$ cat config.mk
export PLATFORM = sky130hd
export DESIGN_NAME = nfc_byte_packer_flat
export DESIGN_NICKNAME = d
export VERILOG_FILES = /design/src/rtl/nfc_byte_packer_if.sv /design/src/rtl/nfc_byte_packer.sv /design/src/flat_wrapper.sv
export SDC_FILE = /design/constraint.sdc
export NUM_CORES = 1
export LEC_CHECK = 0
export CORE_MARGIN = 10
export CORE_UTILIZATION = 40
export CTS_CLUSTER_SIZE = 14
export DETAILED_ROUTE_END_ITERATION = 10
export PLACE_DENSITY = 0.69
export SYNTH_ARGS = -nofsm -noshare
export SYNTH_HDL_FRONTEND = slang
export SYNTH_SLANG_ARGS = --single-unit
$ cat constraint.sdc
create_clock -name clk -period 3.95 [get_ports clk]
set_input_delay 0.79 -clock clk [delete_from_list [all_inputs] [get_ports clk]]
set_output_delay 0.79 -clock clk [all_outputs]
set_load 0.02 [all_outputs]
$ cat src/rtl/nfc_byte_packer_if.sv
// nfc_byte_packer_if
//   Bundles the byte-capture handshake, the page-RAM write port and the
//   transfer control/status signals of the NFC byte packer.
//
//   Signals:
//     start       transfer start pulse (driven by master)
//     xfer_len    transfer length in bytes, sampled on start (master)
//     byte_vld    captured byte valid (master)
//     byte_in     captured byte (master)
//     byte_rdy    packer can accept a byte (slave)
//     word_rd     consumer has read one word, frees one slot (master)
//     write       RAM byte-lane write enables, bit0 = [7:0] (slave)
//     addr_wr     RAM write address (slave)
//     data_in     RAM write data, byte replicated on both lanes (slave)
//     busy        transfer in progress (slave)
//     done        one-cycle end-of-transfer pulse (slave)
//     words_avail completed, unread words in the RAM (slave)
//
//   Modports: master = capture/control side, slave = the packer.
interface nfc_byte_packer_if #(
    parameter int WIDTH = 16,
    parameter int ADDR  = 4,
    parameter int LEN_W = 6
);
    logic             start;
    logic [LEN_W-1:0] xfer_len;
    logic             byte_vld;
    logic [7:0]       byte_in;
    logic             byte_rdy;
    logic             word_rd;
    logic [1:0]       write;
    logic [ADDR-1:0]  addr_wr;
    logic [WIDTH-1:0] data_in;
    logic             busy;
    logic             done;
    logic [ADDR:0]    words_avail;

    modport master (
        output start, xfer_len, byte_vld, byte_in, word_rd,
        input  byte_rdy, write, addr_wr, data_in, busy, done, words_avail
    );

    modport slave (
        input  start, xfer_len, byte_vld, byte_in, word_rd,
        output byte_rdy, write, addr_wr, data_in, busy, done, words_avail
    );
endinterface

$ cat src/rtl/nfc_byte_packer.sv
// nfc_byte_packer
//   Write-side front end of the NFC page buffer. Packs the 8-bit NAND capture
//   stream into byte-lane writes of the 16-bit page RAM, one registered write
//   per accepted byte, keeps a circular word write pointer and a count of
//   completed unread words, and back-pressures capture when the RAM is full.
//
//   Ports:
//     clk    clock, also the RAM write clock
//     rst_n  synchronous active-low reset
//     bus    nfc_byte_packer_if.slave (start/xfer_len, byte handshake,
//            word_rd, RAM write port, busy/done/words_avail)
//
//   Build option:
//     NFC_PACK_SWAP_EN  when defined, the first byte of each word goes to
//                       lane [15:8] and the second to [7:0].
module nfc_byte_packer #(
    parameter int WIDTH = 16,
    parameter int ADDR  = 4,
    parameter int DEPTH = 16,
    parameter int LEN_W = 6
) (
    input  logic             clk,
    input  logic             rst_n,
    nfc_byte_packer_if.slave bus
);

`ifdef NFC_PACK_SWAP_EN
    localparam logic LANE_SWAP = 1'b1;
`else
    localparam logic LANE_SWAP = 1'b0;
`endif

    localparam logic [ADDR:0] FULL = (ADDR+1)'(DEPTH);

    typedef enum logic {
        S_IDLE = 1'b0,
        S_PACK = 1'b1
    } state_t;

    state_t           state_q,  state_d;
    logic [ADDR-1:0]  wr_ptr_q, wr_ptr_d;
    logic             lane_q,   lane_d;
    logic [LEN_W-1:0] remain_q, remain_d;
    logic [ADDR:0]    words_q,  words_d;
    logic [1:0]       write_q,  write_d;
    logic [ADDR-1:0]  addr_q,   addr_d;
    logic [WIDTH-1:0] data_q,   data_d;
    logic             done_q,   done_d;

    logic byte_rdy;
    logic accept;
    logic last_byte;
    logic complete;
    logic rd_ok;

    // A lane-1 byte is always accepted: its word slot was reserved when the
    // lane-0 partner was let in, so only lane 0 looks at the fill level.
    assign byte_rdy  = (state_q == S_PACK) && (lane_q || (words_q < FULL));
    assign accept    = byte_rdy && bus.byte_vld;
    assign last_byte = (remain_q == LEN_W'(1));
    assign complete  = accept && (lane_q || last_byte);
    assign rd_ok     = bus.word_rd && (words_q != '0);

    // Stage 0 -> stage 1: accepted byte becomes a registered RAM write
    always_comb begin
        state_d  = state_q;
        wr_ptr_d = wr_ptr_q;
        lane_d   = lane_q;
        remain_d = remain_q;
        words_d  = words_q;
        write_d  = 2'b00;
        addr_d   = addr_q;
        data_d   = data_q;
        done_d   = 1'b0;

        case (state_q)
            S_IDLE: begin
                if (bus.start) begin
                    if (bus.xfer_len != '0) begin
                        state_d  = S_PACK;
                        remain_d = bus.xfer_len;
                        lane_d   = 1'b0;
                    end else begin
                        done_d = 1'b1;
                    end
                end
            end
            S_PACK: begin
                if (accept) begin
                    write_d  = (lane_q ^ LANE_SWAP) ? 2'b10 : 2'b01;
                    addr_d   = wr_ptr_q;
                    data_d   = {2{bus.byte_in}};
                    lane_d   = ~lane_q;
                    remain_d = remain_q - LEN_W'(1);
                    // DEPTH == 2**ADDR, so the pointer wraps by overflow.
                    if (complete) begin
                        wr_ptr_d = wr_ptr_q + ADDR'(1);
                    end
                    // An odd transfer abandons the upper lane; the next
                    // transfer always begins on lane 0 of a fresh word.
                    if (last_byte) begin
                        done_d  = 1'b1;
                        state_d = S_IDLE;
                        lane_d  = 1'b0;
                    end
                end
            end
            default: state_d = S_IDLE;
        endcase

        case ({complete, rd_ok})
            2'b10:   words_d = words_q + (ADDR+1)'(1);
            2'b01:   words_d = words_q - (ADDR+1)'(1);
            default: words_d = words_q;
        endcase
    end

    always_ff @(posedge clk) begin
        if (!rst_n) begin
            state_q  <= S_IDLE;
            wr_ptr_q <= '0;
            lane_q   <= 1'b0;
            remain_q <= '0;
            words_q  <= '0;
            write_q  <= 2'b00;
            addr_q   <= '0;
            data_q   <= '0;
            done_q   <= 1'b0;
        end else begin
            state_q  <= state_d;
            wr_ptr_q <= wr_ptr_d;
            lane_q   <= lane_d;
            remain_q <= remain_d;
            words_q  <= words_d;
            write_q  <= write_d;
            addr_q   <= addr_d;
            data_q   <= data_d;
            done_q   <= done_d;
        end
    end

    assign bus.byte_rdy    = byte_rdy;
    assign bus.write       = write_q;
    assign bus.addr_wr     = addr_q;
    assign bus.data_in     = data_q;
    assign bus.busy        = (state_q == S_PACK);
    assign bus.done        = done_q;
    assign bus.words_avail = words_q;

endmodule

$ cat src/flat_wrapper.sv
// flat-port wrapper written by rule: the top's interface ports become plain ports
module nfc_byte_packer_flat 
#(
    parameter int WIDTH = 16,
    parameter int ADDR  = 4,
    parameter int DEPTH = 16,
    parameter int LEN_W = 6
)
  (clk, rst_n, bus_start, bus_xfer_len, bus_byte_vld, bus_byte_in, bus_word_rd, bus_byte_rdy, bus_write, bus_addr_wr, bus_data_in, bus_busy, bus_done, bus_words_avail);
  nfc_byte_packer_if #(.WIDTH(WIDTH), .ADDR(ADDR), .LEN_W(LEN_W)) bus_i ();
  input  logic clk;
  input  logic rst_n;
  input wire logic [$bits(bus_i.start)-1:0] bus_start;
  input wire logic [$bits(bus_i.xfer_len)-1:0] bus_xfer_len;
  input wire logic [$bits(bus_i.byte_vld)-1:0] bus_byte_vld;
  input wire logic [$bits(bus_i.byte_in)-1:0] bus_byte_in;
  input wire logic [$bits(bus_i.word_rd)-1:0] bus_word_rd;
  output wire logic [$bits(bus_i.byte_rdy)-1:0] bus_byte_rdy;
  output wire logic [$bits(bus_i.write)-1:0] bus_write;
  output wire logic [$bits(bus_i.addr_wr)-1:0] bus_addr_wr;
  output wire logic [$bits(bus_i.data_in)-1:0] bus_data_in;
  output wire logic [$bits(bus_i.busy)-1:0] bus_busy;
  output wire logic [$bits(bus_i.done)-1:0] bus_done;
  output wire logic [$bits(bus_i.words_avail)-1:0] bus_words_avail;
  assign bus_i.start = bus_start;
  assign bus_i.xfer_len = bus_xfer_len;
  assign bus_i.byte_vld = bus_byte_vld;
  assign bus_i.byte_in = bus_byte_in;
  assign bus_i.word_rd = bus_word_rd;
  assign bus_byte_rdy = bus_i.byte_rdy;
  assign bus_write = bus_i.write;
  assign bus_addr_wr = bus_i.addr_wr;
  assign bus_data_in = bus_i.data_in;
  assign bus_busy = bus_i.busy;
  assign bus_done = bus_i.done;
  assign bus_words_avail = bus_i.words_avail;
  nfc_byte_packer #(.WIDTH(WIDTH), .ADDR(ADDR), .DEPTH(DEPTH), .LEN_W(LEN_W)) u_core (.clk(clk), .rst_n(rst_n), .bus(bus_i));
endmodule
## Yosys cells after proc, flatten, opt, wreduce, memory -nomap -nowiden

Cells that the tools add are included.
W data, S select, Z words.

| storage, ports and cells | value |
|---|---|
| flip-flop bits (word level) | 40 |
| bits of input ports | 19 |
| output and inout port bits | 30 |
| logic and storage cells | 56 |

| operators by class | value |
|---|---|
| add/subtract/negate cells | 4 |
| order comparisons | 1 |
| eq/ne operators | 6 |
| multiplexer cells | 21 |
| bitwise operators | 2 |
| reduce and logical (&&, ||, !) cells | 13 |

Operator list:

| kind | number |
|---|---|
| $mux W6 | 3 |
| $mux W1 | 12 |
| $pmux W6 S2 | 1 |
| $pmux W5 S2 | 1 |
| $reduce_and A3 Y1 | 3 |
| $eq A6 B1 Y1 const B | 1 |
| $pmux W1 S2 | 3 |
| $reduce_bool A6 Y1 | 1 |
| $sub A6 B1 Y6 const B | 1 |
| $add A5 B1 Y5 const B | 1 |
| $lt A5 B5 Y1 const B | 1 |
| $reduce_bool A5 Y1 | 1 |
| $sub A5 B1 Y5 const B | 1 |
| $add A4 B1 Y4 const B | 1 |
| $logic_and A1 B1 Y1 | 4 |
| $ne A2 B2 Y1 const B | 2 |
| $eq A2 B1 Y1 const B | 1 |
| $eq A2 B2 Y1 const B | 1 |
| $logic_or A1 B1 Y1 | 2 |
| $mux W2 | 1 |
| $ne A2 B1 Y1 const B | 1 |
| $not A1 Y1 | 2 |
| $reduce_and A2 Y1 | 1 |
| $reduce_bool A2 Y1 | 1 |

## Depth between registers and ports, before layout

| depth | value |
|---|---|
| depth after elaboration | 7 |
| depth in mapped cells | 13 |
| mapped depth without buffers | 12 |

## Least setup slack after synthesis

No wires, ideal clock.

| path | value |
|---|---|
| path type | input-to-reg |
| start | input port bus_byte_vld |
| end | register u_core.words_q[4], in the netlist u_core.bus.words_avail[4] |
| library setup time | 0.128 ns |
| data arrival time | 2.613 ns |
| required time | 3.822 ns |
| path slack | 1.209 ns |
| stages | 12 |
| path buffers | 2 |
| cell sequence | nand3_2 > buf_6 > nor2_1 > inv_1 > ha_1 > clkbuf_1 > xor2_1 > ha_1 > nor2b_1 > o32ai_1 > mux2i_1 > nand4_1 |

| between the ends | value |
|---|---|
| longest elaborated chain between the ends | 4 |
| elaborated cells between the ends (all ways) | 6 |
| those cells by class | eq/ne (2); mux (1); reduce/logical (3) |

Ends and longest elaborated chain:

| element | RTL line | source |
|---|---|---|
| from (decl) | flat_wrapper.sv:15 | `input wire logic [$bits(bus_i.byte_vld)-1:0] bus_byte_vld;` |
| $logic_and A1 B1 Y1 (*) | nfc_byte_packer.sv:59 | `assign accept = byte_rdy && bus.byte_vld;` |
| $logic_and A1 B1 Y1 (*) | nfc_byte_packer.sv:61 | `assign complete = accept && (lane_q \|\| last_byte);` |
| $eq A2 B1 Y1 / $eq A2 B2 Y1 (equally long branches) | nfc_byte_packer.sv:111 | `case ({complete, rd_ok})` |
| $pmux W5 S2 / $reduce_bool A2 Y1 (equally long branches) | n/a |  |
| to (signal assigned) | nfc_byte_packer.sv:134 | `words_q <= words_d;` |
| to (decl) | nfc_byte_packer.sv:44 | `logic [ADDR:0] words_q, words_d;` |

Mark *: on every way between the ends. The rest lies on a longest branch, timed or not.
A chain may end at the register's enable or synchronous reset.

## Worst setup path after layout

Same ends and word-level chain as after synthesis.

==> run metrics <==
via total after detailed routing=1,562; average size of a mapped cell=8.12 um^2; cell taking the most area after synthesis=sky130_fd_sc_hd__dfxtp_1; critical path class=in2reg; simple-gate share of the synthesized area=0.250; count of pins over their slew limit=0; wire length per cell after detailed routing=14.1 um; net count reported at finish=271; fraction of the mapped netlist area in compound gates=0.204; clock sink count=32; Max-Slew Margin vs Limit=0.542; sequential share of the synthesized area=0.376; Tightest Hold Check Type=reg2reg; total core area=4060 um^2; main combinational cell family by area after synthesis=simple AND/OR/NAND/NOR gates; setup repair after global routing missed its margin=no; IR Drop Worst-Case VDD=224 uV; max incr delay on CP=480 ps; Cells after DPL=289; required time of the critical path=4120 ps; detailed placement HPWL=2.91 mm; area taken by multi-input logic gates=916 um^2; total power density per cell area=371 nW/um^2; count of flip-flops with a built-in enable after synthesis=0; post-cts sizing count=0; reg-to-reg startpoint=u_core.remain_q[2]; DRT iter0 DRCs=79; width of the die=85.3 um; clock slew at the register clock pins of the worst setup and hold paths=70 ps; count of non-filler cells in the finished layout=297; routed wire length=4.20 mm; cell depth of the worst hold path=2; multiplexer area fraction after synthesis=0.0235; share of final-layout standard cells stronger than drive strength 1=0.0688; number of maximum-capacitance constraint violations=0; Worst setup SP type=input port; total number of placement rows=23; cell breakdown of the critical path=clkdlybuf4s50_1 > nand3_2 > nor2_1 > inv_1 > ha_1 > xor2_1 > ha_1 > nor2b_1 > o32ai_1 > mux2i_1 > nand4_1; Synth Area in XOR/XNOR=0.0154; DRT antenna net count=0; Hold Path Origin=u_core.bus.addr_wr[2]; Synth area leaders=sky130_fd_sc_hd__dfxtp_1 (38%), sky130_fd_sc_hd__nand2_1 (8.6%), sky130_fd_sc_hd__a21oi_1 (7.0%); instance count of the mapped netlist=210; area share of the largest cell type after synthesis=0.376; data arrival time of the critical path=3040 ps; Post-Synthesis Net Count=235; Register Area=641 um^2; share of the cycle needed by the critical path after routing=0.728; Highest Clock Rate=348 MHz; GRT Resource Usage Total=0.117; nature of the critical path endpoint=register; Die Height=85.3 um; status=complete, no violations; root buffer cell=sky130_fd_sc_hd__clkbuf_8; # setup viols final=0; post-synthesis register bit count=32; arithmetic-cell share of the synthesized area counting full adders, half adders and majority gates=0.0440; worst reg2reg path depth=11; Largest delay share family, worst path=buffers and inverters; top-level I/O count=49; post-synthesis cell area=1710 um^2; TritonCTS clock tree=yes; number of buffers inserted for hold repair after clock tree synthesis=0; number of warnings issued by yosys=0; crit path time final=2870 ps; pin slew with the least headroom to its limit=686 ps; total number of H-tree levels=2; remaining global-route overflow=0; pin count of the biggest net entering global routing=29; R2R Setup Slk=1270 ps; Final GP Congestion=0.791; clk_lat worst skew=280 ps; flip-flop cell with the highest count after synthesis=sky130_fd_sc_hd__dfxtp_1; Hold Crit Endpoint=u_core.bus.addr_wr[2]; LEAKAGE=0.795 nW; count of buffering cells on the critical path with inverters included=2; number of distinct standard cells referenced by the synthesized netlist=45; via count of the first global-routing pass=1,580; remaining design rule violation count=0; standard cell with the maximum stage delay on the critical path=sky130_fd_sc_hd__clkdlybuf4s50_1; number of antenna violations at the first check in global routing=0; number of buffers inserted during clock tree synthesis=5; Die Area=7280 um^2; diodes inserted=0; Final TNS setup=0 ps; library cell appearing most often on the critical path=sky130_fd_sc_hd__ha_1; final hold vios=0; global-route wire length before repair=7.22 mm; worst flop-to-flop path endpoint=u_core.bus.words_avail[4]; largest clock skew in the final design=2.42 ps; length of the first detailed-routing pass in iterations=4; port bufs=48; drt via density=5.26; synthesis-to-layout area growth=32.3%; number of filler cells placed in the layout=378; worst-case clock buffer depth=2; # Post-CTS Setup Buffers=0; starting density of the core=0.420; share of async-settable or async-resettable flops after synthesis=0; worst-path fanout max=9
[worst max path at each step]
stage / start / to / slack (ps) / depth (start not counted)
6_report: bus_byte_vld / u_core.bus.words_avail[4] / 1080 / 11
5_1_grt: bus_byte_vld / u_core.bus.words_avail[4] / 830 / 11
4_1_cts: bus_byte_vld / u_core.bus.words_avail[4] / 1080 / 11
3_5_place_dp: bus_byte_vld / u_core.bus.words_avail[4] / 780 / 11
3_3_place_gp: bus_byte_vld / u_core.bus.words_avail[4] / 810 / 11
2_1_floorplan: bus_byte_vld / u_core.bus.words_avail[4] / 1210 / 12
[synth_stat cells, types with 4 or more instances]
library cell and instances:
sky130_fd_sc_hd__nor3_1 4, sky130_fd_sc_hd__inv_1 7, sky130_fd_sc_hd__o21ai_0 4, sky130_fd_sc_hd__clkbuf_1 9, sky130_fd_sc_hd__nor2_1 6, sky130_fd_sc_hd__nand2_1 39
sky130_fd_sc_hd__nand3_1 10, sky130_fd_sc_hd__dfxtp_1 32, sky130_fd_sc_hd__buf_4 8, sky130_fd_sc_hd__o32ai_1 4, sky130_fd_sc_hd__nor2b_1 7, sky130_fd_sc_hd__mux2i_1 4
sky130_fd_sc_hd__a21oi_1 24, sky130_fd_sc_hd__ha_1 6
[sequential cells by signal (all words and copies together), names as in the netlist]
name,flops
u_core.remain_q,6
u_core.wr_ptr_q,4
u_core.bus.busy,1
u_core.bus.data_in,8
u_core.bus.addr_wr,4
u_core.bus.write,2
u_core.bus.words_avail,5
u_core.lane_q,1
u_core.bus.done,1
[worst reg2reg max path: cells and delay by family, from the launching register on]
kind | cells | cell delay (ps)
flip-flops | 1 | 380
adder cells (fa/ha/maj) | 2 | 520
multiplexers | 1 | 220
AO/OA/AOI/OAI | 2 | 440
AND/OR/NAND/NOR | 4 | 730
buffers and inverters | 1 | 80
XOR/XNOR | 1 | 180
[power by group]
group          leakage (nW)  switching (mW)  total (mW)  internal [mW]
clock network        0.0541           0.130       0.317          0.187
registers             0.260          0.0149       0.351          0.336
logic                 0.481          0.0915       0.169         0.0776
total                 0.795           0.236       0.837          0.601
[area by class of cell]
class | instances | area share
timing repair buffer | 50 | 0.220
inverter | 8 | 0.0133
tap | 50 | 0.0277
multi-input combinational | 149 | 0.406
clock inverter | 3 | 0.0189
clock buffer | 5 | 0.0305
sequential | 32 | 0.284
[cell usage in the layout (no fill, tap or decap), drive strengths merged, types with 4 or more instances in the layout]
cell	netlist	final
clkdlybuf4s50	0	48
nand2	39	39
dfxtp	32	32
a21oi	24	24
nand3	11	11
inv	8	8
nor2b	7	7
nor2	7	7
ha	6	6
clkbuf	9	5
nor3	5	5
mux2i	4	4
o21ai	4	4
o32ai	4	4
a31oi	4	4
[per-stage QoR]
step	instance area [um^2]	hold WS (ps)	setup WS, ps	utilization	power (mW)
after global placement	2140	441	806	0.529	0.526
after global routing	2260	479	831	0.556	0.878
after floorplan	1710	440	1210	-	0.468
after CTS	2260	460	1080	0.556	0.847
after detailed placement	2140	450	783	0.529	0.527
final	2260	455	1080	0.556	0.837
[metal layers]
metal  vias to the layer above  wire [um]  global-route usage
li1                        801          -                   -
met3                         4        398              0.0545
met4                         0         38              0.0434
met2                        54       1780               0.177
met1                       703       1980               0.139
met5                         -          0                   0
[cell families after synthesis]
| group | after synthesis |
|---|---|
| AO/OA/AOI/OAI | 51 |
| AND/OR/NAND/NOR | 85 |
| XOR/XNOR | 3 |
| buffers and inverters | 29 |
| flip-flops | 32 |
| multiplexers | 4 |
| adder cells (fa/ha/maj) | 6 |
Power figures use the tool's default switching activity.
